[config.mk]
export PLATFORM = sky130hd
export DESIGN_NAME = multiplicador_secuencial
export DESIGN_NICKNAME = d
export VERILOG_FILES = /design/src/rtl/multiplicador_secuencial_pkg.sv /design/src/rtl/saturacion_punto_fijo.sv /design/src/rtl/multiplicador_secuencial.sv
export SDC_FILE = /design/constraint.sdc
export NUM_CORES = 1
export LEC_CHECK = 0
export CAP_MARGIN = 20
export CORE_MARGIN = 2
export CORE_UTILIZATION = 40
export CTS_BUF_LIST = sky130_fd_sc_hd__clkbuf_8
export DETAILED_ROUTE_END_ITERATION = 8
export GPL_ROUTABILITY_DRIVEN = 0
export PLACE_DENSITY = 0.62
export SETUP_SLACK_MARGIN = 0.2
export SYNTH_ARGS = -nofsm -noshare
export SYNTH_HDL_FRONTEND = slang
export SYNTH_SLANG_ARGS = --single-unit
[constraint.sdc]
create_clock -name CLK -period 9.1 [get_ports CLK]
set_input_delay 0.91 -clock CLK [delete_from_list [all_inputs] [get_ports CLK]]
set_output_delay 0.91 -clock CLK [all_outputs]
set_load 0.05 [all_outputs]
[src/rtl/multiplicador_secuencial_pkg.sv]
// Shared definitions for the sequential shift-add fixed-point multiplier.
package multiplicador_secuencial_pkg;

    localparam int N_DEF    = 24;
    localparam int FRAC_DEF = 12;

    typedef enum logic [1:0] {
        IDLE = 2'd0,
        CALC = 2'd1,
        FIN  = 2'd2
    } estado_t;

endpackage

[src/rtl/saturacion_punto_fijo.sv]
// Rescales a 2N-bit product back to the N-bit operand format (>> FRAC)
// and clamps it to the representable range, flagging when it clamps.
module saturacion_punto_fijo #(
    parameter int N      = 24,
    parameter int FRAC   = 12,
    parameter int SIGNED = 1
) (
    input  logic [2*N-1:0] producto,
    output logic [N-1:0]   resultado,
    output logic           overflow
);

    logic [2*N-1:0] desplazado;

    generate
        if (SIGNED != 0) begin : g_con_signo
            // Arithmetic shift floors toward minus infinity; the value fits
            // when every bit above the N-bit sign position matches it.
            always_comb begin
                desplazado = $signed(producto) >>> FRAC;
                if ((&desplazado[2*N-1:N-1]) || ~(|desplazado[2*N-1:N-1])) begin
                    resultado = desplazado[N-1:0];
                    overflow  = 1'b0;
                end else begin
                    resultado = desplazado[2*N-1] ? {1'b1, {(N-1){1'b0}}}
                                                  : {1'b0, {(N-1){1'b1}}};
                    overflow  = 1'b1;
                end
            end
        end else begin : g_sin_signo
            // Unsigned: fits when nothing is left above bit N-1.
            always_comb begin
                desplazado = producto >> FRAC;
                if (~(|desplazado[2*N-1:N])) begin
                    resultado = desplazado[N-1:0];
                    overflow  = 1'b0;
                end else begin
                    resultado = {N{1'b1}};
                    overflow  = 1'b1;
                end
            end
        end
    endgenerate

endmodule

[src/rtl/multiplicador_secuencial.sv]
// Sequential radix-2 shift-add multiplier for N-bit fixed-point operands.
// Operands are reduced to magnitudes at accept time, multiplied in N
// shift-add steps, then sign-corrected, rescaled and saturated on FIN entry.
// Fixed latency: Listo is high N+1 edges after the accepting edge.
module multiplicador_secuencial
    import multiplicador_secuencial_pkg::*;
#(
    parameter int N      = N_DEF,
    parameter int FRAC   = FRAC_DEF,
    parameter int SIGNED = 1
) (
    input  logic           CLK,
    input  logic           RST,
    input  logic           Inicio,
    input  logic [N-1:0]   Multiplicandos,
    input  logic [N-1:0]   Constantes,
    output logic           Ocupado,
    output logic           Listo,
    output logic [2*N-1:0] Multip,
    output logic [N-1:0]   Resultado,
    output logic           Overflow
);

    localparam int CW = $clog2(N + 1);

    estado_t        estado_q, estado_d;
    logic [CW-1:0]  cnt_q, cnt_d;
    logic [N-1:0]   mcand_q, mcand_d;
    logic [2*N-1:0] acc_q, acc_d;
    logic           signo_q, signo_d;
    logic [2*N-1:0] multip_q, multip_d;
    logic [N-1:0]   resultado_q, resultado_d;
    logic           overflow_q, overflow_d;

    logic           neg_a, neg_b;
    logic [N-1:0]   mag_a, mag_b;
    logic [N:0]     suma;
    logic [2*N-1:0] paso;
    logic [2*N-1:0] producto_con_signo;
    logic [N-1:0]   sat_resultado;
    logic           sat_overflow;
    logic           ultimo;

    // The counter runs 0..N in CALC: N shift-add steps, and the cycle with
    // cnt_q == N registers the finished product on the way into FIN.
    assign ultimo = (cnt_q == CW'(N));

    // Operand magnitudes and result sign; -2^(N-1) negates to 2^(N-1) unsigned.
    always_comb begin
        neg_a = (SIGNED != 0) && Multiplicandos[N-1];
        neg_b = (SIGNED != 0) && Constantes[N-1];
        mag_a = neg_a ? -Multiplicandos : Multiplicandos;
        mag_b = neg_b ? -Constantes     : Constantes;
    end

    // One radix-2 step: the multiplier sits in the low half of the
    // accumulator and is consumed LSB-first as the partial sum shifts in.
    always_comb begin
        suma               = {1'b0, acc_q[2*N-1:N]} + (acc_q[0] ? {1'b0, mcand_q} : '0);
        paso               = {suma, acc_q[N-1:1]};
        producto_con_signo = signo_q ? -acc_q : acc_q;
    end

    saturacion_punto_fijo #(
        .N      (N),
        .FRAC   (FRAC),
        .SIGNED (SIGNED)
    ) u_sat (
        .producto  (producto_con_signo),
        .resultado (sat_resultado),
        .overflow  (sat_overflow)
    );

    // State register.
    always_ff @(posedge CLK or posedge RST) begin
        if (RST) estado_q <= IDLE;
        else     estado_q <= estado_d;
    end

    // Next-state logic: FIN always falls back to IDLE.
    always_comb begin
        estado_d = estado_q;
        case (estado_q)
            IDLE:    if (Inicio) estado_d = CALC;
            CALC:    if (ultimo) estado_d = FIN;
            FIN:     estado_d = IDLE;
            default: estado_d = IDLE;
        endcase
    end

    // FSM outputs: busy through CALC and FIN, Listo only during FIN.
    always_comb begin
        Ocupado = (estado_q != IDLE);
        Listo   = (estado_q == FIN);
    end

    // Datapath next values: capture on accept, step in CALC, publish at the end.
    always_comb begin
        cnt_d       = cnt_q;
        mcand_d     = mcand_q;
        acc_d       = acc_q;
        signo_d     = signo_q;
        multip_d    = multip_q;
        resultado_d = resultado_q;
        overflow_d  = overflow_q;
        case (estado_q)
            IDLE: begin
                if (Inicio) begin
                    mcand_d = mag_a;
                    acc_d   = {{N{1'b0}}, mag_b};
                    signo_d = neg_a ^ neg_b;
                    cnt_d   = '0;
                end
            end
            CALC: begin
                if (!ultimo) begin
                    acc_d = paso;
                    cnt_d = cnt_q + 1'b1;
                end else begin
                    multip_d    = producto_con_signo;
                    resultado_d = sat_resultado;
                    overflow_d  = sat_overflow;
                end
            end
            default: ;
        endcase
    end

    // Datapath and result registers; results hold until the next FIN.
    always_ff @(posedge CLK or posedge RST) begin
        if (RST) begin
            cnt_q       <= '0;
            mcand_q     <= '0;
            acc_q       <= '0;
            signo_q     <= 1'b0;
            multip_q    <= '0;
            resultado_q <= '0;
            overflow_q  <= 1'b0;
        end else begin
            cnt_q       <= cnt_d;
            mcand_q     <= mcand_d;
            acc_q       <= acc_d;
            signo_q     <= signo_d;
            multip_q    <= multip_d;
            resultado_q <= resultado_d;
            overflow_q  <= overflow_d;
        end
    end

    assign Multip    = multip_q;
    assign Resultado = resultado_q;
    assign Overflow  = overflow_q;

endmodule

==> results of run 1 <==
[worst min-delay path: stages, from the launching register on]
cell,delay (ns)
dfrtp_1,0.34
nand2_1,0.05
o21ai_0,0.06
[power by group]
| group | leakage [nW] | internal [mW] | total (mW) | switching [mW] |
|---|---|---|---|---|
| Combinational | 2.69 | 0.856 | 2.19 | 1.33 |
| Sequential | 1.96 | 0.992 | 1.32 | 0.324 |
| Clock | 0.232 | 0.325 | 0.597 | 0.272 |
[final cells by class]
cell class                 count  share of cell area, %
tap                          285                   3.25
inverter                      22                  0.797
sequential                   153                   34.8
multi-input combinational    731                   44.9
timing repair buffer         134                   12.0
clock inverter                12                   1.71
clock buffer                  20                   2.51
[cell usage in the layout (no fill, tap or decap), types with 12 or more instances in the layout]
| cell | synthesis | final |
|---|---|---|
| a21o_1 | 35 | 35 |
| a21oi_1 | 18 | 18 |
| a221o_1 | 24 | 24 |
| a22oi_1 | 23 | 23 |
| and2_1 | 24 | 24 |
| clkbuf_8 | 0 | 20 |
| clkdlybuf4s50_1 | 0 | 125 |
| dfrtp_1 | 153 | 153 |
| ha_1 | 29 | 29 |
| inv_1 | 21 | 20 |
| nand2_1 | 95 | 93 |
| nand3_1 | 22 | 22 |
| nor2_1 | 54 | 53 |
| o21ai_0 | 113 | 113 |
| o31ai_1 | 26 | 26 |
| o41ai_1 | 12 | 12 |
| or3_1 | 16 | 16 |
| or4_1 | 19 | 19 |
| xnor2_1 | 21 | 21 |
| xor2_1 | 88 | 88 |
[flip-flops by register name, indices dropped and copies added, names as in the netlist]
signal     cells
cnt_q          5
estado_q       2
mcand_q       24
Overflow       1
Resultado     24
Multip        48
acc_q         48
signo_q        1
[how the worst max path moves through the flow]
stage                  start      endpoint  slack [ns]
floorplan                RST     Multip[0]        4.07
global placement    acc_q[0]  Resultado[6]        4.61
detailed placement  acc_q[0]  Resultado[8]        4.49
CTS                 acc_q[0]  Resultado[8]        4.45
global route        acc_q[0]  Resultado[9]        4.08
finish              acc_q[0]  Resultado[8]        4.49
[per-layer routing]
| metal | global-route usage, % | up-vias | wire length [um] |
|---|---|---|---|
| met3 | 3.56 | 22 | 1040 |
| met1 | 27.0 | 3464 | 10900 |
| li1 | - | 3696 | - |
| met4 | 5.25 | 2 | 301 |
| met2 | 29.5 | 170 | 9690 |
| met5 | 0 | - | 13 |
[logic make-up after synthesis]
kind of cell             Yosys count  synth area share, %
multiplexers                       3                0.332
AND/OR/NAND/NOR                  299                 17.5
adder cells (fa/ha/maj)           30                 4.23
XOR/XNOR                         109                 10.6
buffers and inverters             74                 3.44
flip-flops                       153                 42.3
AO/OA/AOI/OAI                    290                 21.7
[metrics by stage]
stage	hold WS, ns	total power, mW	cells
final	0.478	4.10	1357
after floorplan	0.436	2.86	958
after detailed placement	0.464	3.52	1325
after global routing	0.498	4.40	1357
after global placement	0.455	3.49	1324
after CTS	0.485	4.13	1357
==> flow_metrics.tcl, run 1 <==
set metrics [dict create \
    wl_per_cell_um 16.2 \
    synth_most_common_cell "dfrtp_1" \
    insertion_delay_ns 0.46 \
    grt_pass1_wl_mm 36.4 \
    r2r_start "acc_q[0]" \
    row_count 55 \
    synthArstFlopShare_pct 100 \
    drt_iter0_drc 483 \
    fin_crit_sh_pct 50.7 \
    worst_slew_pin_slew_ns 0.964 \
    cap_violations 0 \
    grt_usage_pct 18.9 \
    viasPerCell 5.42 \
    outcome "finished, final reports clean" \
    cp-end-kind "register" \
    cts_root_buf "clkbuf_8" \
    port_buffers 125 \
    ys_ff_latch 153 \
    r2r-end "Resultado[8]" \
    synth_commonest_cells "dfrtp_1, o21ai_0, nand2_1, xor2_1, nor2_1" \
    die_y_um 154 \
    worstRegToRegCells 11 \
    fill_cells 2188 \
    ios 126 \
    path_class "register to register" \
    finalWorstSetupSlack_ns 4.49 \
    cp.arrival_ns 5.01 \
    hold_viol_final 0 \
    fin_worst_skew_ns 0.0128 \
    drtPass1Iterations 5 \
    nets 1140 \
    wl_mm 22.0 \
    post-cts-setup-buffers 0 \
    syn_inst 958 \
    ys_warn_count 0 \
    synth.top_cell.area_share_pct 42.3 \
    critical_path.startpoint_type "register" \
    finish.utilization_pct 49.0 \
    synth_area_um2 9050 \
    cts_resized 0 \
    slowest_delay_ns 0.75 \
    design_area_um2 11000 \
    period_minus_slack_ns 4.61 \
    hold_start "mcand_q[18]" \
    placed_area_um2 10500 \
    grt_max_degree 85 \
    clockBufferDepth 2 \
    yosysSeqAreaShare_pct 42.3 \
    dp_slack_ns 4.49 \
    p_leak_nw 4.88 \
    min_delay_path_depth 2 \
    drive_gt1_share_pct 6.06 \
    n_antenna_cell 0 \
    synth.distinct_cells 67 \
    avgSynthCellArea_um2 9.45 \
    setup_violations 0 \
    crit_family "simple AND/OR/NAND/NOR gates" \
    synth_edf_count 0 \
    cp.depth 11 \
    core_area_um2 22400 \
    area_growth_syn_to_layout_pct 21.4 \
    slew_headroom_pct 35.7 \
    grt_pass1_vias 6996 \
    yosys-top-cells-area "dfrtp_1, xor2_1, o21ai_0" \
    finalSetupTns_ns 0 \
    power.density_nw_per_um2 373 \
    start_util_pct 40.3 \
    synth_area_leader_cell "dfrtp_1" \
    drc 0 \
    worst-path-buf-inv 1 \
    crit_fanout 26 \
    grt_overflow 0 \
    hold_path_class "register to register" \
    cts_sinks 153 \
    syn_nets 1039 \
    whs_endpoint "mcand_q[18]" \
    drtAntennaViolNets 0 \
    die_w_um 154 \
    dominantRegCellSynth "dfrtp_1" \
    critPathRequiredTime_ns 9.50 \
    place_hpwl_mm 16.3 \
    multiInputGateArea_um2 4930 \
    fmax_mhz 217 \
    floorplan.die_area_um2 23800 \
    clkSlewWorstSetupHoldPaths_ns 0.08 \
    cts_buffers 17 \
    antenna_found_initial 1 \
    path_cells "inv_1 -> ha_1 -> or4b_4 -> nor4_4 -> nand4_2 -> o41ai_2 -> xor2_1 -> or4_1 -> nor4_1 -> or2_1 -> a221o_1" \
    cts_tree "built" \
    regArea_um2 3830 \
    vias 7354 \
    drv_slew 0 \
    reg2reg_slack_ns 4.49 \
    htreeDepth 4 \
    rsz0062_at_grt "false" \
    ir_drop_mv 0.176 \
    crit_slowest_cell "or2_1" \
    hold_buffers 0 \
]
Power figures use the tool's default switching activity.
==> inputs of run 2 (changes only) <==
==> constraint.sdc (replaced) <==
create_clock -name CLK -period 4.3 [get_ports CLK]
set_input_delay 0.43 -clock CLK [delete_from_list [all_inputs] [get_ports CLK]]
set_output_delay 0.43 -clock CLK [all_outputs]
set_load 0.05 [all_outputs]
==> run 2 against run 1 <==
Against the previous run:
- count of clock-buffer cells in the layout did not move
- global-route usage increased by 0.67 points
- utilization up 0.33 points
- sequential share of layout area decreased by 0.23 points
- worst hold slack got worse by 0.11 ns
- highest routed layer is now met4
- final cell count grew 0.66%
- critical path type unchanged
==> flow_metrics.tcl, run 2 (synthesis results as in run 1) <==
set metrics [dict create \
    wl_per_cell_um 16.6 \
    r2r_start "acc_q[8]" \
    period_minus_slack_ns 3.87 \
    power.density_nw_per_um2 793 \
    slew_headroom_pct 35.0 \
    drtPass1Iterations 5 \
    path_class "register to register" \
    viasPerCell 5.45 \
    antenna_found_initial 0 \
    core_area_um2 22400 \
    cts_resized 0 \
    layout.cells.most_common "dfrtp_1" \
    drt_iter0_drc 403 \
    area_growth_syn_to_layout_pct 22.2 \
    layout_common_cells "dfrtp_1, clkdlybuf4s50_1, o21ai_0, nand2_1, xor2_1" \
    cp.arrival_ns 4.22 \
    drc 0 \
    crit_slowest_cell "or4_1" \
    rsz0062_at_grt "false" \
    post-cts-setup-buffers 0 \
    slowest_delay_ns 0.71 \
    outcome "finished, final reports clean" \
    setup_violations 0 \
    ios 126 \
    grt_overflow 0 \
    cp-end-kind "register" \
    setup.worst_path.start "acc_q[8]" \
    hold_viol_final 0 \
    fill_cells 2151 \
    nets 1149 \
    crit_fanout 23 \
    wl_mm 22.6 \
    grt_max_degree 84 \
    vias 7451 \
    htreeDepth 4 \
    hold_ws_ns 0.367 \
    dp.cells 1334 \
    worstRegToRegCells 11 \
    cts_buffers 17 \
    n_antenna_cell 0 \
    hold_path_class "primary input to async pin" \
    ir_drop_mv 0.410 \
    cts_tree "built" \
    die_y_um 154 \
    cts_sinks 153 \
    critical_path.startpoint_type "register" \
    insertion_delay_ns 0.47 \
    port_buffers 125 \
    hold_buffers 0 \
    die_w_um 154 \
    placed_area_um2 10600 \
    stdcell_count 1366 \
    fin_crit_sh_pct 89.9 \
    cts_root_buf "clkbuf_8" \
    clockBufferDepth 2 \
    place_hpwl_mm 17.0 \
    fmax_mhz 259 \
    fin_worst_skew_ns 0.0160 \
    finalSetupTns_ns 0 \
    grt_pass1_wl_mm 37.7 \
    clkSlewWorstSetupHoldPaths_ns 0.09 \
    start_util_pct 40.3 \
    floorplan.die_area_um2 23800 \
    drv_slew 0 \
    row_count 55 \
    path_cells "or4_1 -> nor3_4 -> nand4_1 -> o41ai_1 -> xor2_1 -> or4_1 -> nor4_1 -> buf_4 -> nor4_4 -> buf_4 -> a221o_1" \
    design_area_um2 11100 \
    drtAntennaViolNets 0 \
    cap_violations 0 \
    drive_gt1_share_pct 6.75 \
    grt_usage_pct 19.6 \
    critPathRequiredTime_ns 4.65 \
    worst_slew_pin_slew_ns 0.972 \
    grt_pass1_vias 7112 \
    p_leak_nw 4.92 \
]
[run 2: final timing paths]
kind | end | slack, ns
worst min-delay path | Multip[13] | 0.37
worst max register to register | Resultado[7] | 0.43
worst max-delay path | Resultado[7] | 0.43
min in group CLK | mcand_q[5] | 0.48
max in group asynchronous | acc_q[44] | 2.93
worst min register to register | mcand_q[5] | 0.48
[run 2: per-stage QoR]
step	power (mW)	util [%]	setup WS [ns]
final	8.77	49.3	0.433
after global routing	9.44	49.3	0.223
after CTS	8.81	49.3	0.431
after detailed placement	7.53	47.3	0.451
after global placement	7.46	47.3	0.521
after floorplan	6.04	-	0.728
[run 2: per-layer routing]
| metal | up-vias | track usage [%] | routed length, um |
|---|---|---|---|
| met5 | - | 0 | 0 |
| met3 | 23 | 3.56 | 996 |
| met1 | 3520 | 29.7 | 11600 |
| met4 | 0 | 5.47 | 361 |
| met2 | 198 | 28.6 | 9660 |
| li1 | 3710 | - | - |
[run 2: critical path: cells and delay by family, from the launching register on]
kind                   cells  cell delay, ns
buffers and inverters      2            0.42
XOR/XNOR                   1            0.18
AO/OA/AOI/OAI              2            0.65
flip-flops                 1            0.45
AND/OR/NAND/NOR            6            2.04
[run 2: final cells by class]
class                   count  area (um2)  share of cell area (%)
multi-input cells         731        4930                    44.6
flip-flops and latches    153        3830                    34.6
repair buffers            143        1400                    12.6
well taps                 285         357                    3.22
clock buffers              20         275                    2.49
clock inverters            12         186                    1.69
inverters                  22        86.3                   0.780
[run 2: where the power goes]
| group | internal, mW | total, mW | switching (mW) | leakage [nW] |
|---|---|---|---|---|
| clock network | 0.690 | 1.28 | 0.587 | 0.234 |
| registers | 2.10 | 2.74 | 0.644 | 1.96 |
| logic | 1.84 | 4.75 | 2.91 | 2.73 |
